<file path="src/rtl/popcount_pkg.sv">
// Shared types and constants for the popcount accumulator.
//   state_e  : frame controller states (idle, accumulating, holding a result)
//   ACT_*    : ternary activation encodings driven on out_act
package popcount_pkg;

  typedef enum logic [1:0] {
    ST_IDLE = 2'd0,
    ST_ACC  = 2'd1,
    ST_HOLD = 2'd2
  } state_e;

  localparam logic [1:0] ACT_ZERO = 2'b00;
  localparam logic [1:0] ACT_POS  = 2'b01;
  localparam logic [1:0] ACT_NEG  = 2'b11;

endpackage

</file>
<file path="src/rtl/popcount_core.sv">
// Combinational population count of a W-bit vector.
//   vec   : input vector
//   cnt_c : number of set bits in vec, $clog2(W+1) bits wide
module popcount_core #(
  parameter int unsigned W = 21
) (
  input  logic [W-1:0]             vec,
  output logic [$clog2(W+1)-1:0]   cnt_c
);

  localparam int unsigned CW = $clog2(W + 1);

  always_comb begin
    cnt_c = '0;
    for (int i = 0; i < W; i++) begin
      cnt_c = cnt_c + CW'(vec[i]);
    end
  end

endmodule

</file>
<file path="src/rtl/popcount_acc.sv">
// Frame accumulator of signed ternary popcounts with a thresholded activation.
// Each accepted beat adds popcount(in_pos) - popcount(in_neg); a frame closes on
// in_last or on the BEATS-th beat, after which the result is held until out_ready.
//   clk, rst          : clock, synchronous active-high reset
//   in_valid/in_ready : beat handshake (in_ready is low while a result is held)
//   in_pos, in_neg    : +1 / -1 weight hit vectors; in_last marks the final beat
//   thr               : unsigned threshold, captured on the closing beat
//   out_valid/out_ready : result handshake
//   out_sum           : signed frame sum; out_act: ternary activation
//   out_overrun       : frame was closed by the BEATS limit without in_last
// Build option: define POPCNT_TRUNC_LSB_EN to clear bit 0 of each per-beat count.
module popcount_acc
  import popcount_pkg::*;
#(
  parameter int unsigned W     = 21,
  parameter int unsigned BEATS = 4,
  parameter int unsigned SW    = $clog2(W * BEATS + 1) + 1
) (
  input  logic                 clk,
  input  logic                 rst,
  input  logic                 in_valid,
  output logic                 in_ready,
  input  logic [W-1:0]         in_pos,
  input  logic [W-1:0]         in_neg,
  input  logic                 in_last,
  input  logic [SW-2:0]        thr,
  output logic                 out_valid,
  input  logic                 out_ready,
  output logic signed [SW-1:0] out_sum,
  output logic [1:0]           out_act,
  output logic                 out_overrun
);

  localparam int unsigned CW = $clog2(W + 1);
  localparam int unsigned BW = $clog2(BEATS + 1);

  state_e               state_q, state_d;
  logic signed [SW-1:0] acc_q, acc_d;
  logic [BW-1:0]        beat_q, beat_d;
  logic                 in_ready_q, in_ready_d;
  logic                 out_valid_q, out_valid_d;
  logic signed [SW-1:0] out_sum_q, out_sum_d;
  logic [1:0]           out_act_q, out_act_d;
  logic                 out_overrun_q, out_overrun_d;

  logic [CW-1:0]        pos_cnt_c, neg_cnt_c;
  logic [CW-1:0]        pos_eff_c, neg_eff_c;
  logic signed [SW-1:0] beat_sum_c;
  logic signed [SW-1:0] thr_s_c;
  logic [1:0]           act_c;
  logic                 accept_c, at_limit_c, close_c;

  popcount_core #(.W(W)) u_pos_cnt (.vec(in_pos), .cnt_c(pos_cnt_c));
  popcount_core #(.W(W)) u_neg_cnt (.vec(in_neg), .cnt_c(neg_cnt_c));

  // Per-beat counts fed to the accumulator, optionally with the LSB dropped.
  always_comb begin
`ifdef POPCNT_TRUNC_LSB_EN
    pos_eff_c = pos_cnt_c & ~CW'(1);
    neg_eff_c = neg_cnt_c & ~CW'(1);
`else
    pos_eff_c = pos_cnt_c;
    neg_eff_c = neg_cnt_c;
`endif
  end

  // Running sum including the current beat, and its activation against thr.
  always_comb begin
    beat_sum_c = acc_q + $signed(SW'(pos_eff_c)) - $signed(SW'(neg_eff_c));
    thr_s_c    = $signed({1'b0, thr});
    if (beat_sum_c > thr_s_c) begin
      act_c = ACT_POS;
    end else if (beat_sum_c < -thr_s_c) begin
      act_c = ACT_NEG;
    end else begin
      act_c = ACT_ZERO;
    end
  end

  assign accept_c   = in_valid && in_ready_q;
  assign at_limit_c = (beat_q == BW'(BEATS - 1));
  assign close_c    = in_last || at_limit_c;

  // Next-state and registered-output logic.
  always_comb begin
    state_d       = state_q;
    acc_d         = acc_q;
    beat_d        = beat_q;
    out_valid_d   = out_valid_q;
    out_sum_d     = out_sum_q;
    out_act_d     = out_act_q;
    out_overrun_d = out_overrun_q;

    case (state_q)
      ST_IDLE, ST_ACC: begin
        if (accept_c) begin
          if (close_c) begin
            state_d       = ST_HOLD;
            acc_d         = beat_sum_c;
            beat_d        = '0;
            out_valid_d   = 1'b1;
            out_sum_d     = beat_sum_c;
            out_act_d     = act_c;
            out_overrun_d = !in_last;
          end else begin
            state_d = ST_ACC;
            acc_d   = beat_sum_c;
            beat_d  = beat_q + BW'(1);
          end
        end
      end
      ST_HOLD: begin
        if (out_ready) begin
          state_d     = ST_IDLE;
          acc_d       = '0;
          out_valid_d = 1'b0;
        end
      end
      default: begin
        state_d     = ST_IDLE;
        acc_d       = '0;
        beat_d      = '0;
        out_valid_d = 1'b0;
      end
    endcase

    in_ready_d = !out_valid_d;
  end

  // State and output registers.
  always_ff @(posedge clk) begin
    if (rst) begin
      state_q       <= ST_IDLE;
      acc_q         <= '0;
      beat_q        <= '0;
      in_ready_q    <= 1'b1;
      out_valid_q   <= 1'b0;
      out_sum_q     <= '0;
      out_act_q     <= ACT_ZERO;
      out_overrun_q <= 1'b0;
    end else begin
      state_q       <= state_d;
      acc_q         <= acc_d;
      beat_q        <= beat_d;
      in_ready_q    <= in_ready_d;
      out_valid_q   <= out_valid_d;
      out_sum_q     <= out_sum_d;
      out_act_q     <= out_act_d;
      out_overrun_q <= out_overrun_d;
    end
  end

  assign in_ready    = in_ready_q;
  assign out_valid   = out_valid_q;
  assign out_sum     = out_sum_q;
  assign out_act     = out_act_q;
  assign out_overrun = out_overrun_q;

endmodule

</file>
<file path="config.mk">
export PLATFORM = sky130hd
export DESIGN_NAME = popcount_acc
export DESIGN_NICKNAME = d
export VERILOG_FILES = /design/src/rtl/popcount_pkg.sv /design/src/rtl/popcount_core.sv /design/src/rtl/popcount_acc.sv
export SDC_FILE = /design/constraint.sdc
export NUM_CORES = 1
export LEC_CHECK = 0
export BUFFER_PORTS_ARGS = -buffer_cell sky130_fd_sc_hd__buf_2
export CORE_MARGIN = 2
export CORE_UTILIZATION = 60
export DETAILED_ROUTE_END_ITERATION = 8
export PLACE_DENSITY = 0.88
export SLEW_MARGIN = 20
export SYNTH_ARGS = -nofsm -noshare
export SYNTH_HDL_FRONTEND = slang
export SYNTH_HIERARCHICAL = 1
export SYNTH_SLANG_ARGS = --single-unit
</file>
<file path="constraint.sdc">
create_clock -name clk -period 10.15 [get_ports clk]
set_input_delay 1.015 -clock clk [delete_from_list [all_inputs] [get_ports clk]]
set_output_delay 1.015 -clock clk [all_outputs]
set_load 0.02 [all_outputs]
</file>
==> results of run 1 <==
## layer usage
metal	wire length (um)	part of all wire, %	vias up
li1	-	-	1267
met1	2320	41	1145
met2	2970	52	86
met3	257	4.5	14
met4	139	2.4	0
met5	0	0	-
## stage by stage
stage          hold WS [ns]  cells  worst slack, ns
3_5_place_dp          0.443    493             2.57
3_3_place_gp          0.439    493             2.70
6_report              0.455    497             2.84
2_1_floorplan         0.457    364             3.05
5_1_grt               0.473    497             2.50
4_1_cts               0.455    497             2.85
## flip-flops by register name, indices dropped and copies added, names as in the netlist
register     count
out_sum          8
out_valid        1
out_act          2
in_ready         1
beat_q           3
acc_q            8
out_overrun      1
state_q          2
## cell families after synthesis
group                      synth area share [%]
adders and majority gates                  38.5
xor gates and xnor gates                   3.77
and+or+nand+nor                            10.5
DFF                                        17.2
buffers and inverters                      15.5
AOI/OAI and AO/OA                          14.5
## critical path: cells and delay by family
family                     cells  cell delay, ns
AOI/OAI and AO/OA              6            0.93
adders and majority gates     10            4.49
xor gates and xnor gates       1            0.40
and+or+nand+nor                2            0.31
buffers and inverters          5            0.32
## cell type report
class                           instances  area (um^2)
Clock buffer                            3         41.3
Timing Repair Buffer                   67          338
Fill cell                             356         1290
Inverter                              119          447
Clock inverter                          1         30.0
Tap cell                               67         83.8
Multi-Input combinational cell        214         2030
Sequential cell                        26          520
## path summary, 6_finish.rpt
| kind | start | endpoint | slack, ns | depth (start not counted) |
|---|---|---|---|---|
| worst max register to register | acc_q[1]$_SDFFE_PP0P_ | out_act[1]$_SDFFE_PP0P_ | 6.75 | 14 |
| worst min register to register | out_sum[4]$_SDFFE_PP0P_ | out_sum[4]$_SDFFE_PP0P_ | 0.45 | 2 |
| worst min-delay path | out_sum[4]$_SDFFE_PP0P_ | out_sum[4]$_SDFFE_PP0P_ | 0.45 | 2 |
| worst max-delay path | in_pos[0] | out_act[1]$_SDFFE_PP0P_ | 2.84 | 24 |
## cell usage in the layout, fill, tap and decap left out, drive strengths merged, types with 2 or more instances in the layout
master | synthesis | final
clkbuf | 3 | 3
nor3 | 6 | 6
nor4b | 2 | 2
a22oi | 7 | 7
inv | 119 | 119
xor2 | 5 | 5
nor4 | 2 | 2
a21oi | 24 | 24
o21a | 2 | 2
a211oi | 2 | 2
a21o | 3 | 3
nand3b | 4 | 4
dfxtp | 26 | 26
ha | 37 | 37
o211ai | 3 | 3
o31ai | 4 | 4
nor2b | 2 | 2
o21ai | 6 | 6
o21bai | 2 | 2
nand3 | 3 | 3
fa | 35 | 35
buf | 2 | 67
nand4 | 2 | 2
xnor2 | 8 | 8
nand2 | 18 | 18
nor2 | 23 | 23
==> flow_summary_export.csv, run 1 <==
group,metric,value,unit
cells_and_area,fin_area,0.00349,mm^2
synthesis,netlist_top_cells_area,"fa_1 (23%), dfxtp_1 (17%), ha_1 (15%)",
global_route,antenna_found_initial,0,
clocking,htreeDepth,1,
routing,wl_per_cell,11.5,um
global_route,use_met1,26.4,%
setup_path,critical_path_required,10.33,ns
setup_path,cp_slowest_stage_delay,0.57,ns
cells_and_area,layout.nets,557,
timing,rsz0062_at_grt,"false",
global_route,gr-total-overflow,0,
global_route,met2_usage,42.5,%
floorplan,chipWidth,75.0,um
timing,period_minus_slack,7.31,ns
clocking,numCtsBuffers,3,
place,portBuffers,66,
synthesis,ys.warnings.count,6,
outcome,status,"complete, no violations",
setup_path,cpMostUsedCell,"fa_1",
clocking,clock-sinks,26,
floorplan,ios,67,
timing,fin_worst_skew,0.00715,ns
routing,drc_errors,0,
setup_path,cp-end-kind,"register",
floorplan,row_count,25,
setup_path,startpoint_type,"input port",
min_path,hold_class,"reg -> reg",
synthesis,synthesis.area,0.00302,mm^2
synthesis,avgSynthCellArea,8.30,um^2
routing,ant_nets,0,
clocking,cts_tree,"done",
timing,fmax,137,MHz
cells_and_area,antenna_cells,0,
timing,worstMarginPinSlew,0.709,ns
cells_and_area,area_growth,15.6,%
routing,routed_wl,5690,um
global_route,grt_use_total,22.4,%
cells_and_area,drive_gt1_share,18.4,%
global_route,busiest_layer,"met2",
setup_path,cp.arrival,7.49,ns
clocking,cts_hold_buf,0,
routing,drt_iter0_markers,97,
synthesis,ys.flop_type,"dfxtp_1",
setup_path,path_max_fanout,4,
clocking,clkTransAtPathRegs,0.09,ns
timing,slew_headroom,52.6,%
floorplan,die_y,75.0,um
timing,tns,0,ns
floorplan,core,0.00479,mm^2
floorplan,start_util,63.2,%
routing,drt_first_pass_iters,4,
synthesis,synth.top_cell.area_share,23.2,%
place,dp_hpwl,4990,um
global_route,grt_pass1_wl,9970,um
cells_and_area,fin_util,73.0,%
synthesis,ys_ff_latch,26,
clocking,cts_buffer_depth,2,
timing,setup_viol,0,
synthesis,seq_area_frac_synth,17.2,%
timing,finalHoldViolCount,0,
global_route,use_met3,3.08,%
routing,viasPerCell,5.05,
setup_path,critPathKind,"in -> reg",
timing,period_share,72.0,%
synthesis,syn_nets,490,
synthesis,synth.most_common_cell,"inv_1",
clocking,insertion_delay,0.27,ns
synthesis,syn_inst,364,
floorplan,die_area,0.00562,mm^2
timing,drv_slew,0,
place,place_area,0.00342,mm^2
synthesis,synth_edf_count,0,
clocking,ctsResizeCount,0,
setup_path,cp_slowest_cell,"fa_1",
synthesis,yosys.cell_types.count,45,
setup_path,worstPathCellList,"buf_2, inv_1, fa_1, fa_1, fa_1, fa_1, fa_1, fa_1, fa_1, inv_1, a21oi_1, o21bai_1, inv_1, fa_1, inv_1, ha_1, a21oi_1, o21ai_1, xor2_1, ha_1, nand4_1, o221ai_1, and3_1, o41ai_2",
global_route,grt_max_degree,29,
synthesis,synth_commonest_cells,"inv_1 (119), ha_1 (37), fa_1 (35)",
clocking,post_cts_buffers,0,
synthesis,ys_async_sr_fraction,0,%
global_route,grt_pass1_vias,2520,
synthesis,synth_top_area_cell,"fa_1",
routing,vias,2512,
clocking,cts_root_buf,"clkbuf_8",
place,gp_congestion,0.835,
run,maxCapViolCount,0,
Power of run 1 is not shown: default switching activity piles up to over one toggle a cycle in this logic, so the estimate is an artifact.
==> run 2: changes to the inputs <==
CORE_UTILIZATION = 56   (was 60)
PLACE_DENSITY = 0.83   (was 0.88)
clock period = 7.3 ns   (was 10.15 ns; I/O delays follow)
==> flow_summary_export.csv, run 2 (synthesized netlist as in run 1, its figures left out) <==
group,metric,value,unit
clocking,cts_root_buf,"clkbuf_8",
clocking,cts_buffer_depth,2,
setup_path,critPathKind,"in -> reg",
global_route,gr-total-overflow,0,
setup_path,critical_path_required,7.48,ns
timing,tns,0,ns
outcome,status,"complete, no violations",
timing,period_minus_slack,6.85,ns
global_route,use_met3,1.98,%
place,gp_congestion,0.919,
cells_and_area,final_common_cell,"inv_1",
cells_and_area,antenna_cells,0,
global_route,grt_pass1_vias,2458,
timing,fin_worst_skew,0.00551,ns
routing,viasPerCell,4.96,
setup_path,cp.arrival,7.03,ns
setup_path,r2r_cells,14,
floorplan,core,0.00517,mm^2
clocking,clkTransAtPathRegs,0.09,ns
global_route,use_met1,23.3,%
timing,fmax,146,MHz
cells_and_area,drive_gt1_share,19.1,%
clocking,numCtsBuffers,3,
clocking,cts_tree,"done",
setup_path,startpoint_type,"input port",
setup_path,path_max_fanout,4,
run,maxCapViolCount,0,
global_route,busiest_layer,"met2",
clocking,htreeDepth,1,
timing,worstMarginPinSlew,0.717,ns
global_route,grt_use_total,20.3,%
place,place_area,0.00346,mm^2
clocking,clock-sinks,26,
timing,slew_headroom,52.0,%
routing,drt_iter0_markers,102,
floorplan,die_y,77.5,um
clocking,post_cts_buffers,0,
min_path,hold_class,"reg -> reg",
global_route,met2_usage,40.6,%
cells_and_area,layout_common_cells,"inv_1 (119), buf_2 (66), ha_1 (37), fa_1 (35), dfxtp_1 (26)",
clocking,ctsResizeCount,0,
routing,wl_per_cell,11.7,um
setup_path,cp-end-kind,"register",
clocking,cts_hold_buf,0,
routing,drt_first_pass_iters,4,
place,dp_hpwl,5220,um
cells_and_area,layout.nets,561,
clocking,insertion_delay,0.27,ns
timing,rsz0062_at_grt,"false",
routing,drc_errors,0,
routing,routed_wl,5920,um
place,portBuffers,66,
floorplan,ios,67,
timing,finalHoldViolCount,0,
floorplan,row_count,26,
floorplan,start_util,58.4,%
cells_and_area,fillers,418,
cells_and_area,fin_area,0.00353,mm^2
global_route,grt_pass1_wl,10100,um
timing,setup_viol,0,
routing,ant_nets,0,
routing,vias,2500,
global_route,grt_max_degree,29,
cells_and_area,area_growth,16.7,%
min_path,min_path_cells,2,
floorplan,chipWidth,77.5,um
global_route,antenna_found_initial,0,
timing,drv_slew,0,
floorplan,die_area,0.00600,mm^2
timing,period_share,93.9,%
run 2: layer usage:
| metal | share of wire [%] | wire length (um) |
|---|---|---|
| met5 | 0 | 0 |
| met4 | 1.3 | 76 |
| met3 | 4.1 | 244 |
| met2 | 54 | 3170 |
| met1 | 41 | 2430 |
run 2: cell type report:
type                       instances  area [um^2]  share of cell area, %
clock buffer                       3         41.3                   1.17
clock inverter                     1         30.0                  0.851
inverter                         119          447                   12.7
multi-input combinational        214         2030                   57.7
sequential                        26          520                   14.8
tap                               70         87.6                   2.48
timing repair buffer              71          368                   10.4
run 2: path summary, 6_finish.rpt:
| kind | startpoint | endpoint | slack (ns) |
|---|---|---|---|
| hold reg to reg | out_sum[5]$_SDFFE_PP0P_ | out_sum[5]$_SDFFE_PP0P_ | 0.46 |
| setup / recovery | in_pos[0] | out_act[1]$_SDFFE_PP0P_ | 0.45 |
| hold / removal | out_sum[5]$_SDFFE_PP0P_ | out_sum[5]$_SDFFE_PP0P_ | 0.46 |
| setup reg to reg | acc_q[1]$_SDFFE_PP0P_ | out_act[1]$_SDFFE_PP0P_ | 4.04 |
run 2: critical path, cell delays in order:
cell,delay [ns]
buf_2,0.07
inv_1,0.05
fa_1,0.55
fa_1,0.46
fa_1,0.50
fa_1,0.54
fa_1,0.43
fa_1,0.42
fa_1,0.42
xnor2_1,0.15
inv_1,0.07
fa_1,0.51
inv_1,0.05
ha_1,0.36
a21o_1,0.22
a21oi_2,0.21
nor4b_1,0.08
nor3_1,0.24
inv_1,0.11
ha_1,0.30
nand3_1,0.07
o22a_1,0.17
and3_1,0.17
o41ai_2,0.20
run 2: through the flow:
stage / hold slack (ns) / setup WS (ns) / utilization (%) / cells
after floorplan: 0.457 / 0.480 / - / 364
after global placement: 0.440 / 0.257 / 66.8 / 500
after detailed placement: 0.446 / 0.157 / 66.8 / 500
after CTS: 0.459 / 0.428 / 68.2 / 504
after global routing: 0.479 / 0.117 / 68.2 / 504
final: 0.456 / 0.446 / 68.2 / 504
Power of run 2 is left out for the same reason.
==> run 3: changes to the inputs <==
CORE_UTILIZATION = 40   (was 56)
CTS_BUF_LIST = sky130_fd_sc_hd__clkbuf_16   (was unset)
PLACE_DENSITY = 0.63   (was 0.83)
==> flow_summary_export.csv, run 3 (synthesized netlist as in run 1, its figures left out) <==
group,metric,value,unit
outcome,status,"complete, no violations",
setup_path,cp_slowest_cell,"fa_1",
place,portBuffers,66,
cells_and_area,layout.nets,561,
cells_and_area,fin_area,0.00360,mm^2
routing,routed_wl,5730,um
clocking,cts_tree,"done",
clocking,clock-sinks,26,
routing,ant_nets,0,
floorplan,start_util,41.5,%
place,place_area,0.00349,mm^2
timing,period_minus_slack,6.96,ns
clocking,insertion_delay,0.26,ns
floorplan,chipWidth,90.9,um
clocking,clkTransAtPathRegs,0.07,ns
timing,drv_slew,0,
routing,wl_per_cell,10.7,um
setup_path,critPathKind,"in -> reg",
run,maxCapViolCount,0,
min_path,min_from,"out_sum[5]$_SDFFE_PP0P_",
timing,rsz0062_at_grt,"false",
setup_path,cp-end-kind,"register",
global_route,use_met1,18.6,%
timing,setup_viol,0,
timing,finalHoldViolCount,0,
timing,slew_headroom,49.5,%
routing,viasPerCell,4.62,
setup_path,path_max_fanout,4,
cells_and_area,layout_common_cells,"inv_1 (119), buf_2 (66), ha_1 (37), fa_1 (35), dfxtp_1 (26)",
global_route,grt_max_degree,29,
global_route,gr-total-overflow,0,
cells_and_area,area_growth,19.2,%
global_route,use_met3,2.07,%
floorplan,core,0.00729,mm^2
routing,drt_first_pass_iters,4,
global_route,antenna_found_initial,0,
global_route,grt_pass1_wl,10600,um
floorplan,row_count,31,
routing,drt_iter0_markers,54,
clocking,htreeDepth,1,
setup_path,r2r_slack,3.96,ns
setup_path,startpoint_type,"input port",
floorplan,die_y,90.9,um
place,dp_hpwl,5060,um
cells_and_area,fin_util,49.4,%
cells_and_area,antenna_cells,0,
place,gp_congestion,0.784,
global_route,busiest_layer,"met2",
setup_path,worstPathCellList,"buf_2, inv_1, fa_1, fa_1, fa_1, fa_1, fa_1, fa_1, fa_1, xnor2_1, inv_1, fa_1, inv_1, ha_1, a21o_1, a21oi_2, o2111a_1, nor3_2, inv_1, ha_1, nand3_1, o22a_1, and3_1, o41ai_2",
floorplan,die_area,0.00827,mm^2
setup_path,critical_path_required,7.47,ns
setup_path,cp_slowest_stage_delay,0.56,ns
global_route,met2_usage,28.4,%
routing,drc_errors,0,
timing,worstMarginPinSlew,0.755,ns
clocking,numCtsBuffers,3,
cells_and_area,final_common_cell,"inv_1",
timing,fin_worst_skew,0.00873,ns
place,place_inst,529,
global_route,grt_use_total,15.1,%
timing,tns,0,ns
cells_and_area,fin_cells,533,
timing,fmax,144,MHz
global_route,grt_pass1_vias,2533,
cells_and_area,drive_gt1_share,19.4,%
timing,period_share,95.3,%
routing,vias,2462,
setup_path,r2r_start,"acc_q[1]$_SDFFE_PP0P_",
clocking,cts_hold_buf,0,
setup_path,worstSetupStartpoint,"in_pos[0]",
min_path,hold_class,"reg -> reg",
clocking,cts_root_buf,"clkbuf_16",
setup_path,cp.arrival,7.12,ns
floorplan,ios,67,
clocking,cts_buffer_depth,2,
setup_path,cpMostUsedCell,"fa_1",
## run 3: worst paths after layout
kind                                  end  depth (start not counted)
setup / recovery  out_act[1]$_SDFFE_PP0P_                         24
hold / removal    out_sum[5]$_SDFFE_PP0P_                          2
setup reg to reg  out_act[1]$_SDFFE_PP0P_                         14
hold reg to reg   out_sum[5]$_SDFFE_PP0P_                          2
## run 3: cell type report
class                   instances  area (um^2)
clock buffers                   3         75.1
well taps                      99          124
clock inverters                 1         30.0
multi-input cells             214         2040
flip-flops and latches         26          520
inverters                     119          447
fillers                       738         3690
repair buffers                 71          368
## run 3: repair_timing
action / in CTS / in global routing
gates resized for setup: 0 / 1
setup buffers: 0 / 0
setup endpoints to repair: 0 / 2
## run 3: metrics by stage
| stage | setup WS, ns | hold slack, ns |
|---|---|---|
| after floorplan | 0.480 | 0.457 |
| after global placement | 0.00869 | 0.442 |
| after detailed placement | -0.105 | 0.446 |
| after CTS | 0.188 | 0.455 |
| after global routing | 0.0486 | 0.486 |
| final | 0.343 | 0.451 |
## run 3: critical path, delay by kind of cell
family | cells | cell delay (ns)
buffers and inverters | 5 | 0.34
AO/OA/AOI/OAI | 5 | 0.84
adder cells (fa/ha/maj) | 10 | 4.47
AND/OR/NAND/NOR | 3 | 0.56
XOR/XNOR | 1 | 0.16
## run 3: per-layer routing
layer | part of all wire, % | routed length, um
met1 | 45 | 2590
met2 | 51 | 2900
met3 | 3.8 | 216
met4 | 0.30 | 17
met5 | 0 | 0
Power of run 3 is left out for the same reason.
